## src/rtl/dummy_stream_fifo_pkg.sv

```systemverilog
// rtl/dummy_stream_fifo_pkg.sv - shared defaults and derived-width helper for the stream FIFO
`timescale 1ns/1ps
package dummy_stream_fifo_pkg;

    localparam int DEF_DATA_W = 128;
    localparam int DEF_DEPTH  = 4;

    // Level must represent 0..DEPTH inclusive, hence one bit above the pointer width.
    function automatic int lvl_w(input int depth);
        return $clog2(depth) + 1;
    endfunction

endpackage

```

## src/rtl/dummy_stream_fifo_if.sv

```systemverilog
// rtl/dummy_stream_fifo_if.sv - producer/consumer handshake bundle for the stream FIFO
`timescale 1ns/1ps
interface dummy_stream_fifo_if
    import dummy_stream_fifo_pkg::*;
#(
    parameter int DATA_W = DEF_DATA_W,
    parameter int DEPTH  = DEF_DEPTH
);
    localparam int LVL_W = lvl_w(DEPTH);

    logic [DATA_W-1:0] data_in_i;
    logic              valid_in_i;
    logic              ready_out_o;
    logic [DATA_W-1:0] data_out_o;
    logic              valid_out_o;
    logic              ready_in_i;
    logic              flush_i;
    logic [LVL_W-1:0]  level_o;
    logic              overflow_o;

    modport master (
        output data_in_i, valid_in_i, ready_in_i, flush_i,
        input  ready_out_o, data_out_o, valid_out_o, level_o, overflow_o
    );

    modport slave (
        input  data_in_i, valid_in_i, ready_in_i, flush_i,
        output ready_out_o, data_out_o, valid_out_o, level_o, overflow_o
    );

endinterface

```

## src/rtl/dummy_stream_fifo_mem.sv

```systemverilog
// rtl/dummy_stream_fifo_mem.sv - DEPTH x DATA_W storage, one write port, one async read port
`timescale 1ns/1ps
module dummy_stream_fifo_mem
    import dummy_stream_fifo_pkg::*;
#(
    parameter int DATA_W = DEF_DATA_W,
    parameter int DEPTH  = DEF_DEPTH
) (
    input  logic                     clk_i,
    input  logic                     wr_en_i,
    input  logic [$clog2(DEPTH)-1:0] wr_addr_i,
    input  logic [DATA_W-1:0]        wr_data_i,
    input  logic [$clog2(DEPTH)-1:0] rd_addr_i,
    output logic [DATA_W-1:0]        rd_data_o
);
    // Storage is deliberately unreset; validity is tracked by the level in the top.
    logic [DATA_W-1:0] mem_q [DEPTH];

    always_ff @(posedge clk_i) begin
        if (wr_en_i) begin
            mem_q[wr_addr_i] <= wr_data_i;
        end
    end

    assign rd_data_o = mem_q[rd_addr_i];

endmodule

```

## src/rtl/dummy_stream_fifo.sv

```systemverilog
// rtl/dummy_stream_fifo.sv - first-word-fall-through stream FIFO with flush and sticky overflow
`timescale 1ns/1ps
module dummy_stream_fifo
    import dummy_stream_fifo_pkg::*;
#(
    parameter int DATA_W = DEF_DATA_W,
    parameter int DEPTH  = DEF_DEPTH
) (
    input  logic                 clk_i,
    input  logic                 reset_n_i,
    dummy_stream_fifo_if.slave   bus
);
    localparam int AW    = $clog2(DEPTH);
    localparam int LVL_W = lvl_w(DEPTH);

    logic [AW-1:0]     wr_ptr_q, wr_ptr_d;
    logic [AW-1:0]     rd_ptr_q, rd_ptr_d;
    logic [LVL_W-1:0]  level_q, level_d;
    logic              ready_q, ready_d;
    logic              overflow_q, overflow_d;
    logic              valid_out;
    logic              push;
    logic              pop;
    logic [DATA_W-1:0] rd_data;

    assign valid_out = (level_q != '0);
    assign push      = bus.valid_in_i & ready_q;
    assign pop       = valid_out & bus.ready_in_i;

    always_comb begin
        wr_ptr_d   = wr_ptr_q;
        rd_ptr_d   = rd_ptr_q;
        level_d    = level_q;
        overflow_d = overflow_q | (bus.valid_in_i & ~ready_q);
        if (bus.flush_i) begin
            wr_ptr_d = '0;
            rd_ptr_d = '0;
            level_d  = '0;
        end else begin
            if (push) wr_ptr_d = wr_ptr_q + AW'(1);
            if (pop)  rd_ptr_d = rd_ptr_q + AW'(1);
            level_d = level_q + LVL_W'(push) - LVL_W'(pop);
        end
        // Ready is registered from the next level so it never sees ready_in_i combinationally.
        ready_d = (level_d < LVL_W'(DEPTH));
    end

    always_ff @(posedge clk_i or negedge reset_n_i) begin
        if (!reset_n_i) begin
            wr_ptr_q   <= '0;
            rd_ptr_q   <= '0;
            level_q    <= '0;
            ready_q    <= 1'b0;
            overflow_q <= 1'b0;
        end else begin
            wr_ptr_q   <= wr_ptr_d;
            rd_ptr_q   <= rd_ptr_d;
            level_q    <= level_d;
            ready_q    <= ready_d;
            overflow_q <= overflow_d;
        end
    end

    dummy_stream_fifo_mem #(
        .DATA_W (DATA_W),
        .DEPTH  (DEPTH)
    ) u_mem (
        .clk_i     (clk_i),
        .wr_en_i   (push & ~bus.flush_i),
        .wr_addr_i (wr_ptr_q),
        .wr_data_i (bus.data_in_i),
        .rd_addr_i (rd_ptr_q),
        .rd_data_o (rd_data)
    );

    // Empty FIFO shows zeros rather than whatever stale word sits at the read pointer.
    assign bus.data_out_o  = valid_out ? rd_data : '0;
    assign bus.valid_out_o = valid_out;
    assign bus.ready_out_o = ready_q;
    assign bus.level_o     = level_q;
    assign bus.overflow_o  = overflow_q;

endmodule

```

## src/flat_wrapper.sv

```systemverilog
// flat-port wrapper written by rule: the top's interface ports become plain ports
module dummy_stream_fifo_flat import dummy_stream_fifo_pkg::*;
#(
    parameter int DATA_W = DEF_DATA_W,
    parameter int DEPTH  = DEF_DEPTH
)
  (clk_i, reset_n_i, bus_data_in_i, bus_valid_in_i, bus_ready_in_i, bus_flush_i, bus_ready_out_o, bus_data_out_o, bus_valid_out_o, bus_level_o, bus_overflow_o);
  dummy_stream_fifo_if #(.DATA_W(DATA_W), .DEPTH(DEPTH)) bus_i ();
  input  logic clk_i;
  input  logic reset_n_i;
  input wire logic [$bits(bus_i.data_in_i)-1:0] bus_data_in_i;
  input wire logic [$bits(bus_i.valid_in_i)-1:0] bus_valid_in_i;
  input wire logic [$bits(bus_i.ready_in_i)-1:0] bus_ready_in_i;
  input wire logic [$bits(bus_i.flush_i)-1:0] bus_flush_i;
  output wire logic [$bits(bus_i.ready_out_o)-1:0] bus_ready_out_o;
  output wire logic [$bits(bus_i.data_out_o)-1:0] bus_data_out_o;
  output wire logic [$bits(bus_i.valid_out_o)-1:0] bus_valid_out_o;
  output wire logic [$bits(bus_i.level_o)-1:0] bus_level_o;
  output wire logic [$bits(bus_i.overflow_o)-1:0] bus_overflow_o;
  assign bus_i.data_in_i = bus_data_in_i;
  assign bus_i.valid_in_i = bus_valid_in_i;
  assign bus_i.ready_in_i = bus_ready_in_i;
  assign bus_i.flush_i = bus_flush_i;
  assign bus_ready_out_o = bus_i.ready_out_o;
  assign bus_data_out_o = bus_i.data_out_o;
  assign bus_valid_out_o = bus_i.valid_out_o;
  assign bus_level_o = bus_i.level_o;
  assign bus_overflow_o = bus_i.overflow_o;
  dummy_stream_fifo #(.DATA_W(DATA_W), .DEPTH(DEPTH)) u_core (.clk_i(clk_i), .reset_n_i(reset_n_i), .bus(bus_i));
endmodule
```

## config.mk

```make
export PLATFORM = sky130hd
export DESIGN_NAME = dummy_stream_fifo_flat
export DESIGN_NICKNAME = d
export VERILOG_FILES = /design/src/rtl/dummy_stream_fifo_pkg.sv /design/src/rtl/dummy_stream_fifo_if.sv /design/src/rtl/dummy_stream_fifo_mem.sv /design/src/rtl/dummy_stream_fifo.sv /design/src/flat_wrapper.sv
export SDC_FILE = /design/constraint.sdc
export NUM_CORES = 1
export LEC_CHECK = 0
export CAP_MARGIN = 10
export CORE_MARGIN = 3
export CORE_UTILIZATION = 54
export DETAILED_ROUTE_END_ITERATION = 10
export MAX_ROUTING_LAYER = met4
export PLACE_DENSITY = 0.82
export SETUP_SLACK_MARGIN = 0.02
export SLEW_MARGIN = 20
export SYNTH_ARGS = -nofsm -noshare
export SYNTH_HDL_FRONTEND = slang
export SYNTH_SLANG_ARGS = --single-unit
```

## constraint.sdc

```tcl
create_clock -name clk_i -period 15.7 [get_ports clk_i]
set_input_delay 3.14 -clock clk_i [delete_from_list [all_inputs] [get_ports clk_i]]
set_output_delay 3.14 -clock clk_i [all_outputs]
set_load 0.1 [all_outputs]
```

**After elaboration in Yosys (flattened, before gate mapping)**

Memories as Yosys holds them, arrays and structs flattened.
Index checks and enable logic that the tools add are counted.

- Reduce and logical (&&, ||, !) cells: 3
- Bitwise logic cells: 7
- $lt $le $gt $ge: 1
- $add $sub $neg: 4
- Muxes and demuxes: 8

Operators by type and width:

| operator | number |
|---|---|
| 2-to-1 mux 128 bit | 1 |
| 2-to-1 mux 2 bit | 4 |
| adder 2 x 1 -> 2 bit (second input constant) | 2 |
| AND 1 bit | 4 |
| nonzero test 2 bit | 2 |
| adder 3 x 1 -> 3 bit | 1 |
| less-than comparator 3 bit (second input constant) | 1 |
| 2-to-1 mux 3 bit | 1 |
| nonzero test 3 bit | 1 |
| subtractor 3 x 1 -> 3 bit | 1 |
| 2-to-1 mux 1 bit | 2 |
| NOT 1 bit | 2 |
| bitwise OR 1 bit | 1 |

- Memory bits (writable): 512
- Output and inout port bits: 134
- Bits of input ports: 133
- Memories: 1
- Flip-flop bits (word level): 9

Memories:

| memory | words | bits a word | read ports | clocked after Yosys merged registers in | wr ports | line | RTL |
|---|---|---|---|---|---|---|---|
| u_core.u_mem.mem_q | 4 | 128 | 1 | 0 | 1 | dummy_stream_fifo_mem.sv:17 | `logic [DATA_W-1:0] mem_q [DEPTH];` |

**Logic depth before layout (Yosys ltp)**

Gate-level depths: netlist of run 1.

- Depth in word-level cells: 5
- Depth in mapped cells: 8

**Modules after synthesis**

A second synthesis of run 1 with hierarchy kept.

- Cell total of the unflattened synthesis: 854
- Area total of the unflattened synthesis: 19912.8 um^2

Modules (own cells, without submodules):

| module | times used | area each (um^2) | sequential area each (um^2) | cells an instance |
|---|---|---|---|---|
| dummy_stream_fifo_mem | 1 | 18602.8 | 15374.7 | 672 |
| dummy_stream_fifo | 1 | 1310.0 | 225.2 | 182 |

**Worst setup path before layout of run 1**

Ideal clock, no wire load.

- Path type: in2reg
- From: input port bus_flush_i
- To: memory u_core.u_mem.mem_q[2][0] (netlist bit) (enable)
- Arrival time: 12669 ps
- Stages: 2
- Path slack: 2233 ps
- Path through: clkbuf_1 > nor3b_1

- Cells in the longest elaborated chain, start to end: 4

RTL lines:

| element | line | RTL |
|---|---|---|
| start, declared | flat_wrapper.sv:14 | `input wire logic [$bits(bus_i.flush_i)-1:0] bus_flush_i;` |
| NOT 1 bit | dummy_stream_fifo.sv:69 | `.wr_en_i (push & ~bus.flush_i),` |
| AND 1 bit | dummy_stream_fifo.sv:69 |  |
| 2-to-1 mux 1 bit | dummy_stream_fifo_mem.sv:20 | `if (wr_en_i) begin` |
| 2-to-1 mux 1 bit (implied by the code) | dummy_stream_fifo_mem.sv:21 | `mem_q[wr_addr_i] <= wr_data_i;` |
| end, declared | dummy_stream_fifo_mem.sv:17 |  |

No other way between the ends.

**Final worst setup path of run 1**

- From: register u_core.rd_ptr_q[0]
- To: output port bus_data_out_o[53]

- Cells in the longest elaborated chain, start to end: 2

RTL lines:

| element | line | RTL |
|---|---|---|
| start, declared | dummy_stream_fifo.sv:17 | `logic [AW-1:0] rd_ptr_q, rd_ptr_d;` |
| start signal, assigned | dummy_stream_fifo.sv:57 | `rd_ptr_q <= rd_ptr_d;` |
| memory read (4 x 128 bit) | -- |  |
| 2-to-1 mux 128 bit | dummy_stream_fifo.sv:77 | `assign bus.data_out_o = valid_out ? rd_data : '0;` |
| end, declared | flat_wrapper.sv:16 | `output wire logic [$bits(bus_i.data_out_o)-1:0] bus_data_out_o;` |

No other way between the ends.

==> out/metrics.cfg, run 1 <==
[clocking]
h-tree-depth = 2
cts_hold_buf = 0
clockBufferDepth = 3
cts_setup_buffers = 0
clock_latency_ns = 0.57
cts_resized = 0
cts_root_buf = clkbuf_16
cts_tree = built
cts_buffers = 51
clk_pin_slew_ns = 0.06
cts.sinks = 521

[yosys]
syn_nets = 1001
yosysSeqAreaShare_pct = 78.5
synth-seq-cells = 521
synth_cell_types = 27
synth.avg_cell_area_um2 = 23.1
syn_inst = 861
synthArstFlopShare_pct = 1.73
synth_edf_count = 512
synth.yosys.warnings = 0
syn_area_mm2 = 0.0199
synthFlopType = edfxtp_1

[pwr]
power.leakage_nw = 7.77
powerDensity_mw_per_mm2 = 202
ir_drop_mv = 0.180

[routing]
wl_met3_mm = 2.79
routedWlPerCell_um = 23.7
drt-total-wl_mm = 39.1
via_per_inst = 5.65
route.detailed.drc = 0
drtIter0Drc = 625
top_layer_used = met4
drtAntennaViolNets = 0
drtPass1Iterations = 4
wl_met2_mm = 20.0
met1_length_mm = 15.4
num_vias = 9346

[finish]
final_core_util_pct = 68.4
drive_gt1_share_pct = 18.4
nNetsFinal = 1291
final_common_cell = edfxtp_1
final_cell_mix = edfxtp_1 (512), clkdlybuf4s50_1 (266), mux4_2 (128), and2_1 (128), clkbuf_16 (53)
area_delta_synth_final_pct = 23.6

[setup_path]
crit_arrival_ns = 4.67
criticalPathCategory = flip-flop to primary output
endpoint_kind = primary output
required_ns = 12.56
cp-start-kind = flip-flop
cp_max_fo = 43

[global_routing]
grt_pass1_vias = 9983
track_usage_pct = 21.0
antenna_found_initial = 3
grt_overflow = 0
grt_max_degree = 74
grt_pass1_wl_mm = 60.0

[placed_design]
dp_slack_ns = 8.35
gp_congestion = 0.748
post-dp-hpwl_mm = 23.0
io_buffers = 266

[run_status]
status = completed

[timing]
rsz0062_at_grt = false
fmax_mhz = 128
worst_slew_pin_slew_ns = 1.13
setup_viol = 0
slew-limit-headroom_pct = 24.7
fin_crit_sh_pct = 49.8
slew_violations = 0
finalSetupTns_ns = 0
finClkSkew_ns = 0.00884
worst_slack_ns = 7.89
fin_crit_ns = 7.81
hold_viol = 0

[flow_run]
cap_violations = 0

[floorplan]
coreArea_mm2 = 0.0359
start_util_pct = 55.3
ios = 267
die_area_mm2 = 0.0391
die_x_um = 198
die_h_um = 198
num_rows = 69

[min_path]
hp-class = flip-flop to flip-flop

[routing by layer]
layer	GRT usage (%)	vias to the layer above
li1	-	4104
met1	27.3	4850
met2	33.8	328
met3	5.51	64
met4	5.16	0
met5	-	-
[where the power goes]
group / total [W] / switching [W] / internal, W / leakage (nW)
Sequential: 0.00164 / 0.0000452 / 0.00160 / 4.75
Clock: 0.00114 / 0.000474 / 0.000669 / 0.758
Combinational: 0.00217 / 0.00159 / 0.000571 / 2.26
Total: 0.00495 / 0.00211 / 0.00284 / 7.77
[kinds of logic (layout without fill, tap and decap cells)]
kind of cell               after synthesis  count (layout)  synth area share [%]
AOI/OAI and AO/OA                        7               7                 0.277
and+or+nand+nor                        144             144                  4.50
other                                    0               3                     0
xor gates and xnor gates                 1               1                 0.113
adders and majority gates                7               7                 0.479
buffers and inverters                   51             379                  1.49
DFF                                    521             521                  78.5
muxes                                  130             130                  14.6
[stage by stage]
stage,total power (W),area [µm²],instances,hold WS (ns)
final,0.00495,24600,1653,0.456
after global routing,0.00512,24600,1653,0.482
after CTS,0.00500,24500,1650,0.463
after detailed placement,0.00386,23000,1559,0.449
after global placement,0.00385,23000,1559,0.439
after floorplan,0.00338,19900,861,0.576
[final timing paths]
path	startpoint	slack, ns	endpoint	cells after the start
worst max-delay path	u_core.rd_ptr_q[0]$_DFFE_PN0P_	7.89	bus_data_out_o[53]	5
worst min-delay path	u_core.bus.overflow_o$_DFF_PN0_	0.46	u_core.bus.overflow_o$_DFF_PN0_	1
worst max register to register	u_core.bus.ready_out_o$_DFF_PN0_	12.82	u_core.u_mem.mem_q[0][76]$_DFFE_PP_	4
worst min register to register	u_core.bus.overflow_o$_DFF_PN0_	0.46	u_core.bus.overflow_o$_DFF_PN0_	1
max in group asynchronous	reset_n_i	12.50	u_core.rd_ptr_q[1]$_DFFE_PN0P_	1
min in group asynchronous	reset_n_i	2.87	u_core.rd_ptr_q[0]$_DFFE_PN0P_	1
[sequential cells by signal, summed over array words and instances (netlist names)]
name	count
u_core.bus.overflow_o	1
u_core.wr_ptr_q	2
u_core.u_mem.mem_q	512
u_core.rd_ptr_q	2
u_core.bus.ready_out_o	1
u_core.bus.level_o	3
[critical path, cell delays in order, from the launching register on]
cell             delay [ns]
dfrtp_4                0.84
buf_4                  0.63
buf_4                  0.78
mux4_2                 0.62
and2_1                 0.18
clkdlybuf4s50_1        0.97
[cell usage after synthesis, types with 2 or more instances]
library cell | instances | area, µm²
a21bo_2 | 2 | 20.0
a21oi_1 | 2 | 10.0
and2_1 | 128 | 801
buf_1 | 3 | 11.3
buf_2 | 14 | 70.1
buf_6 | 10 | 113
clkbuf_1 | 16 | 60.1
dfrtp_1 | 9 | 225
edfxtp_1 | 512 | 15400
ha_1 | 6 | 75.1
inv_1 | 7 | 26.3
mux2_2 | 2 | 22.5
mux4_2 | 128 | 2880
nor2_1 | 4 | 15.0
nor2b_1 | 3 | 18.8
nor3b_1 | 4 | 30.0
[area by class of cell]
cell class	count	area [µm²]
Antenna cell	3	7.51
Clock buffer	74	1410
Clock inverter	17	163
Tap cell	461	577
Sequential cell	521	15600
Inverter	7	26.3
Multi-Input combinational cell	289	4000
Fill cell	2212	11400
Timing Repair Buffer	281	2780
Note: power is estimated with default switching activity, not from simulation.
==> run 2: changes to the inputs <==
--- a/config.mk
+++ b/config.mk
@@ -7,10 +7,10 @@
 export LEC_CHECK = 0
 export CAP_MARGIN = 10
 export CORE_MARGIN = 3
-export CORE_UTILIZATION = 54
+export CORE_UTILIZATION = 49
 export DETAILED_ROUTE_END_ITERATION = 10
 export MAX_ROUTING_LAYER = met4
-export PLACE_DENSITY = 0.82
+export PLACE_DENSITY = 0.78
 export SETUP_SLACK_MARGIN = 0.02
 export SLEW_MARGIN = 20
 export SYNTH_ARGS = -nofsm -noshare
==> constraint.sdc (replaced) <==
create_clock -name clk_i -period 7.1 [get_ports clk_i]
set_input_delay 1.42 -clock clk_i [delete_from_list [all_inputs] [get_ports clk_i]]
set_output_delay 1.42 -clock clk_i [all_outputs]
set_load 0.1 [all_outputs]
==> run 2 against run 1 <==
Clock skew down 0.00067 ns. Largest power group unchanged. First-iteration DRC count down 2.6%. Largest cell class unchanged. Register-to-register slack worse by 8.5 ns. Sequential power up 120%. Cell count up 4.1%. Hold slack better by 0.011 ns. Die area up 9.9%. Highest routed layer unchanged. Design area up 0.51%. Sequential share of layout area down 0.33 points. Worst setup slack worse by 6.2 ns. Global-route usage down 2.0 points. Critical endpoint is now bus_data_out_o[105].
==> out/metrics.cfg, run 2 (synthesis results as in run 1) <==
[floorplan]
coreArea_mm2 = 0.0399  ; +11%
ios = 267  ; unchanged
die_h_um = 207  ; +4.8%
start_util_pct = 49.8  ; -5.5 points
num_rows = 73  ; +5.8%
die_area_mm2 = 0.0430  ; +9.9%
die_x_um = 207  ; +4.8%

[global_routing]
grt_overflow = 0  ; unchanged
track_usage_pct = 19.0  ; -2.0 points
antenna_found_initial = 4  ; +1
grt_pass1_wl_mm = 60.8  ; +1.5%
grt_pass1_vias = 10346  ; +3.6%
grt_max_degree = 99  ; +34%

[finish]
largest_reg_flops = 512  ; unchanged
nNetsFinal = 1294  ; +0.23%
post_layout_nonfiller_instances = 1720  ; +4.1%
top_register = u_core.u_mem.mem_q
final_cell_mix = edfxtp_1 (512), clkdlybuf4s50_1 (266), mux4_2 (128), and2_1 (128), clkbuf_16 (53)
drive_gt1_share_pct = 18.4  ; -0.031 points
area_delta_synth_final_pct = 24.2
final_common_cell = edfxtp_1

[routing]
routedWlPerCell_um = 22.9  ; -3.4%
via_per_inst = 5.42  ; -4.1%
num_vias = 9330  ; -0.17%
drt-total-wl_mm = 39.3  ; +0.55%
drtIter0Drc = 609  ; -2.6%
drtPass1Iterations = 4  ; unchanged
drtAntennaViolNets = 0  ; unchanged
route.detailed.drc = 0  ; unchanged

[setup_path]
crit_arrival_ns = 3.96  ; -0.71 ns
endpoint_kind = primary output
cp_max_fo = 64  ; +49%
crit_start = u_core.rd_ptr_q[0]$_DFFE_PN0P_
required_ns = 5.68  ; -6.88 ns
criticalPathCategory = flip-flop to primary output
r2r_start = u_core.bus.ready_out_o$_DFF_PN0_
reg2reg_depth = 4  ; unchanged
reg2reg_to = u_core.u_mem.mem_q[3][93]$_DFFE_PP_
crit_end = bus_data_out_o[105]
cp-start-kind = flip-flop
regToRegSetupSlack_ns = 4.36  ; -8.46 ns

[timing]
slew_violations = 0  ; unchanged
finClkSkew_ns = 0.00816  ; -0.000671 ns
fin_crit_sh_pct = 75.7
rsz0062_at_grt = false
hold_viol = 0  ; unchanged
fmax_mhz = 186
setup_viol = 0  ; unchanged
worst_slew_pin_slew_ns = 1.09  ; -0.0400 ns
finalSetupTns_ns = 0  ; unchanged
fin_crit_ns = 5.38
slew-limit-headroom_pct = 27.1  ; +2.4 points

[pwr]
powerDensity_mw_per_mm2 = 443  ; +120%
power.leakage_nw = 7.79  ; +0.36%
ir_drop_mv = 0.369  ; +100%

[run_status]
status = completed

[placed_design]
dp.cells = 1625  ; +4.2%
post-dp-hpwl_mm = 23.3  ; +1.3%
gp_congestion = 0.734  ; -1.9%
io_buffers = 266  ; unchanged

[clocking]
cts_hold_buf = 0  ; unchanged
cts_root_buf = clkbuf_16
cts_resized = 0  ; unchanged
cts_buffers = 52  ; +2.0%
clockBufferDepth = 3  ; unchanged
cts_tree = built
clock_latency_ns = 0.56  ; about the same
cts.sinks = 521  ; unchanged
h-tree-depth = 2  ; unchanged
clk_pin_slew_ns = 0.06  ; about the same
cts_setup_buffers = 0  ; unchanged

[min_path]
hp-class = flip-flop to flip-flop

[flow_run]
cap_violations = 0  ; unchanged

[run 2: changes by cell type in the layout (fill, tap and decap cells not counted), sizes merged]
cell,change
diode,+1
bufinv,-1
buf,+2
clkinv,+1
[run 2: per-stage QoR]
step                total power (W)  area (µm²)  util (%)  worst slack, ns  hold slack (ns)
floorplan                   0.00744       19900         -           -0.123            0.576
global placement            0.00852       23100      57.9             2.20            0.442
detailed placement          0.00855       23100      57.9             2.22            0.450
CTS                          0.0111       24700      61.8             1.58            0.468
global route                 0.0113       24700      61.8             1.44            0.497
finish                       0.0109       24700      61.8             1.72            0.467
[run 2: how the worst min path moves through the flow]
stage / startpoint / endpoint / slack, ns / depth (start not counted)
finish: u_core.bus.overflow_o$_DFF_PN0_ / u_core.bus.overflow_o$_DFF_PN0_ / 0.47 / 1
global route: u_core.bus.overflow_o$_DFF_PN0_ / u_core.bus.overflow_o$_DFF_PN0_ / 0.50 / 1
CTS: u_core.bus.overflow_o$_DFF_PN0_ / u_core.bus.overflow_o$_DFF_PN0_ / 0.47 / 1
detailed placement: u_core.bus.overflow_o$_DFF_PN0_ / u_core.bus.overflow_o$_DFF_PN0_ / 0.45 / 1
global placement: u_core.bus.overflow_o$_DFF_PN0_ / u_core.bus.overflow_o$_DFF_PN0_ / 0.44 / 1
floorplan: u_core.wr_ptr_q[0]$_DFFE_PN0P_ / u_core.wr_ptr_q[0]$_DFFE_PN0P_ / 0.58 / 2
[run 2: worst max-delay path: stages (launching register included)]
cell             delay [ns]
dfrtp_4                1.02
buf_12                 0.47
mux4_2                 0.58
and2_1                 0.18
clkdlybuf4s50_1        0.99
[run 2: report_power, final]
group	switching, W	leakage, nW	internal, W
Sequential	0.000120	4.75	0.00354
Combinational	0.00351	2.29	0.00127
Clock	0.00104	0.753	0.00146
[run 2: layer usage]
layer | vias to the layer above | share of wire [%] | track usage, %
li1 | 4125 | - | -
met1 | 4867 | 40 | 24.1
met2 | 286 | 50 | 30.5
met3 | 52 | 7.4 | 5.29
met4 | 0 | 2.0 | 5.45
met5 | - | 0 | -
[run 2: final cells by class]
class	instances	area, µm²
sequential	521	15600
fill	2755	15200
multi-input combinational	289	4020
timing repair buffer	283	2800
clock buffer	74	1440
tap	525	657
clock inverter	17	124
inverter	7	26.3
antenna	4	10.0
==> run 3: changes to the inputs <==
--- a/config.mk
+++ b/config.mk
@@ -7,10 +7,10 @@
 export LEC_CHECK = 0
 export CAP_MARGIN = 10
 export CORE_MARGIN = 3
-export CORE_UTILIZATION = 49
+export CORE_UTILIZATION = 54
 export DETAILED_ROUTE_END_ITERATION = 10
 export MAX_ROUTING_LAYER = met4
-export PLACE_DENSITY = 0.78
+export PLACE_DENSITY = 0.82
 export SETUP_SLACK_MARGIN = 0.02
 export SLEW_MARGIN = 20
 export SYNTH_ARGS = -nofsm -noshare
==> constraint.sdc (replaced) <==
create_clock -name clk_i -period 4.97 [get_ports clk_i]
set_input_delay 0.994 -clock clk_i [delete_from_list [all_inputs] [get_ports clk_i]]
set_output_delay 0.994 -clock clk_i [all_outputs]
set_load 0.1 [all_outputs]
==> run 3 against run 2 <==
Sequential share of layout area increased by 0.70 points. Design area is 1.1% lower. Flip-flop and latch count unchanged. Non-clock buffer count unchanged. Cell count down 3.5%. First-iteration DRC count is 11% lower. Largest power group unchanged. Clock-buffer cell count decreased by 6. Via count grew 0.23%. Worst setup slack got worse by 0.90 ns. Highest routed layer unchanged. Hold slack lost 0.0024 ns.
==> out/metrics.cfg, run 3 (synthesis results as in run 1) <==
[run_status]
status = completed

[clocking]
cts_root_buf = clkbuf_16
cts_tree = built
h-tree-depth = 2  ; unchanged
cts_resized = 0  ; unchanged
clk_pin_slew_ns = 0.06  ; about the same
cts_buffers = 51  ; -1.9%
cts_hold_buf = 0  ; unchanged
cts.sinks = 521  ; unchanged
clockBufferDepth = 3  ; unchanged
clock_latency_ns = 0.59  ; +0.03 ns
cts_setup_buffers = 0  ; unchanged

[finish]
largest_reg_flops = 512  ; unchanged
top_register = u_core.u_mem.mem_q
final_cell_mix = edfxtp_1 (512), clkdlybuf4s50_1 (141), buf_4 (136)
final_common_cell = edfxtp_1
nNetsFinal = 1293  ; -0.077%
drive_gt1_share_pct = 29.8  ; +11 points
area_delta_synth_final_pct = 22.9
post_layout_nonfiller_instances = 1660  ; -3.5%
n_fill_cell = 2243  ; -19%

[placed_design]
post-dp-hpwl_mm = 22.9  ; -1.6%
dp_slack_ns = 1.40  ; -0.819 ns
dp.cells = 1561  ; -3.9%
io_buffers = 266  ; unchanged
gp_congestion = 0.735  ; about the same

[setup_path]
required_ns = 3.98  ; -1.70 ns
reg2reg_to = u_core.bus.ready_out_o$_DFF_PN0_
endpoint_kind = primary output
reg2reg_depth = 8  ; +4
critPathSlowestCell = clkdlybuf4s50_1
path_depth = 3  ; -1
crit_buf_inv = 1  ; -1
regToRegSetupSlack_ns = 2.65  ; -1.71 ns
r2r_start = u_core.bus.level_o[1]$_DFF_PN0_
crit_start = u_core.rd_ptr_q[1]$_DFFE_PN0P_
cp_top_family = buffers and inverters
crit_arrival_ns = 3.15  ; -0.81 ns
cp-start-kind = flip-flop
worstPathCellList = mux4_2, and2_1, clkdlybuf4s50_1
max_stage_delay_ns = 1.17  ; +0.15 ns
crit_end = bus_data_out_o[102]
cp_max_fo = 45  ; -30%
criticalPathCategory = flip-flop to primary output

[floorplan]
die_area_mm2 = 0.0391  ; -9.0%
ios = 267  ; unchanged
num_rows = 69  ; -5.5%
coreArea_mm2 = 0.0359  ; -10%
die_x_um = 198  ; -4.6%
die_h_um = 198  ; -4.6%
start_util_pct = 55.3  ; +5.5 points

[min_path]
min_from = u_core.bus.overflow_o$_DFF_PN0_
hp-class = flip-flop to flip-flop

[timing]
fmax_mhz = 241
hold_viol = 0  ; unchanged
hold_ws_ns = 0.464  ; -0.00242 ns
slew_violations = 0  ; unchanged
worst_slack_ns = 0.826  ; -0.899 ns
finClkSkew_ns = 0.0172  ; +0.00903 ns
fin_crit_ns = 4.14
rsz0062_at_grt = false
fin_crit_sh_pct = 83.4
worst_slew_pin_slew_ns = 1.08  ; -0.0145 ns
slew-limit-headroom_pct = 28.3  ; +1.2 points
setup_viol = 0  ; unchanged
finalSetupTns_ns = 0  ; unchanged

[routing]
drtPass1Iterations = 4  ; unchanged
drt-total-wl_mm = 39.6  ; +0.82%
routedWlPerCell_um = 23.9  ; +4.5%
drtIter0Drc = 539  ; -11%
num_vias = 9351  ; +0.23%
route.detailed.drc = 0  ; unchanged
drtAntennaViolNets = 0  ; unchanged
via_per_inst = 5.63  ; +3.8%

[pwr]
ir_drop_mv = 0.698  ; +89%
powerDensity_mw_per_mm2 = 639  ; +44%
power.leakage_nw = 8.03  ; +3.0%
power_w = 0.0156  ; +43%

[global_routing]
grt_overflow = 0  ; unchanged
grt_max_degree = 107  ; +8.1%
track_usage_pct = 21.4  ; +2.4 points
antenna_found_initial = 7  ; +3
grt_pass1_wl_mm = 60.7  ; -0.32%
grt_pass1_vias = 10003  ; -3.3%

[flow_run]
cap_violations = 0  ; unchanged

run 3: metal layers:
layer | track usage [%] | routed length (µm) | vias up
met5 | - | 0 | -
met4 | 5.06 | 683 | 0
met3 | 8.05 | 3740 | 47
met2 | 32.6 | 19400 | 312
met1 | 27.9 | 15800 | 4855
li1 | - | - | 4137
run 3: through the flow:
step	cell area (µm²)	utilization, %
after floorplan	19900	-
after global placement	22800	63.5
after detailed placement	22800	63.5
after CTS	24400	67.9
after global routing	24400	68.0
final	24400	68.0
run 3: area by class of cell:
type / count / area (µm²) / share of cell area (%)
Inverter: 7 / 26.3 / 0.108
Timing Repair Buffer: 283 / 2550 / 10.5
Clock inverter: 23 / 248 / 1.01
Antenna cell: 8 / 20.0 / 0.0820
Clock buffer: 68 / 1360 / 5.57
Tap cell: 461 / 577 / 2.36
Multi-Input combinational cell: 289 / 4020 / 16.5
Sequential cell: 521 / 15600 / 63.9
run 3: worst min path at each step:
stage,depth (start not counted),slack [ns],endpoint
finish,1,0.46,u_core.bus.overflow_o$_DFF_PN0_
global route,1,0.49,u_core.bus.overflow_o$_DFF_PN0_
CTS,1,0.46,u_core.bus.overflow_o$_DFF_PN0_
detailed placement,1,0.44,u_core.bus.overflow_o$_DFF_PN0_
global placement,1,0.44,u_core.bus.overflow_o$_DFF_PN0_
floorplan,2,0.58,u_core.wr_ptr_q[0]$_DFFE_PN0P_
run 3: where the power goes:
| group | switching, W | internal, W | leakage, nW |
|---|---|---|---|
| combinational | 0.00509 | 0.00164 | 2.49 |
| clock | 0.00153 | 0.00218 | 0.788 |
| sequential | 0.000118 | 0.00505 | 4.75 |
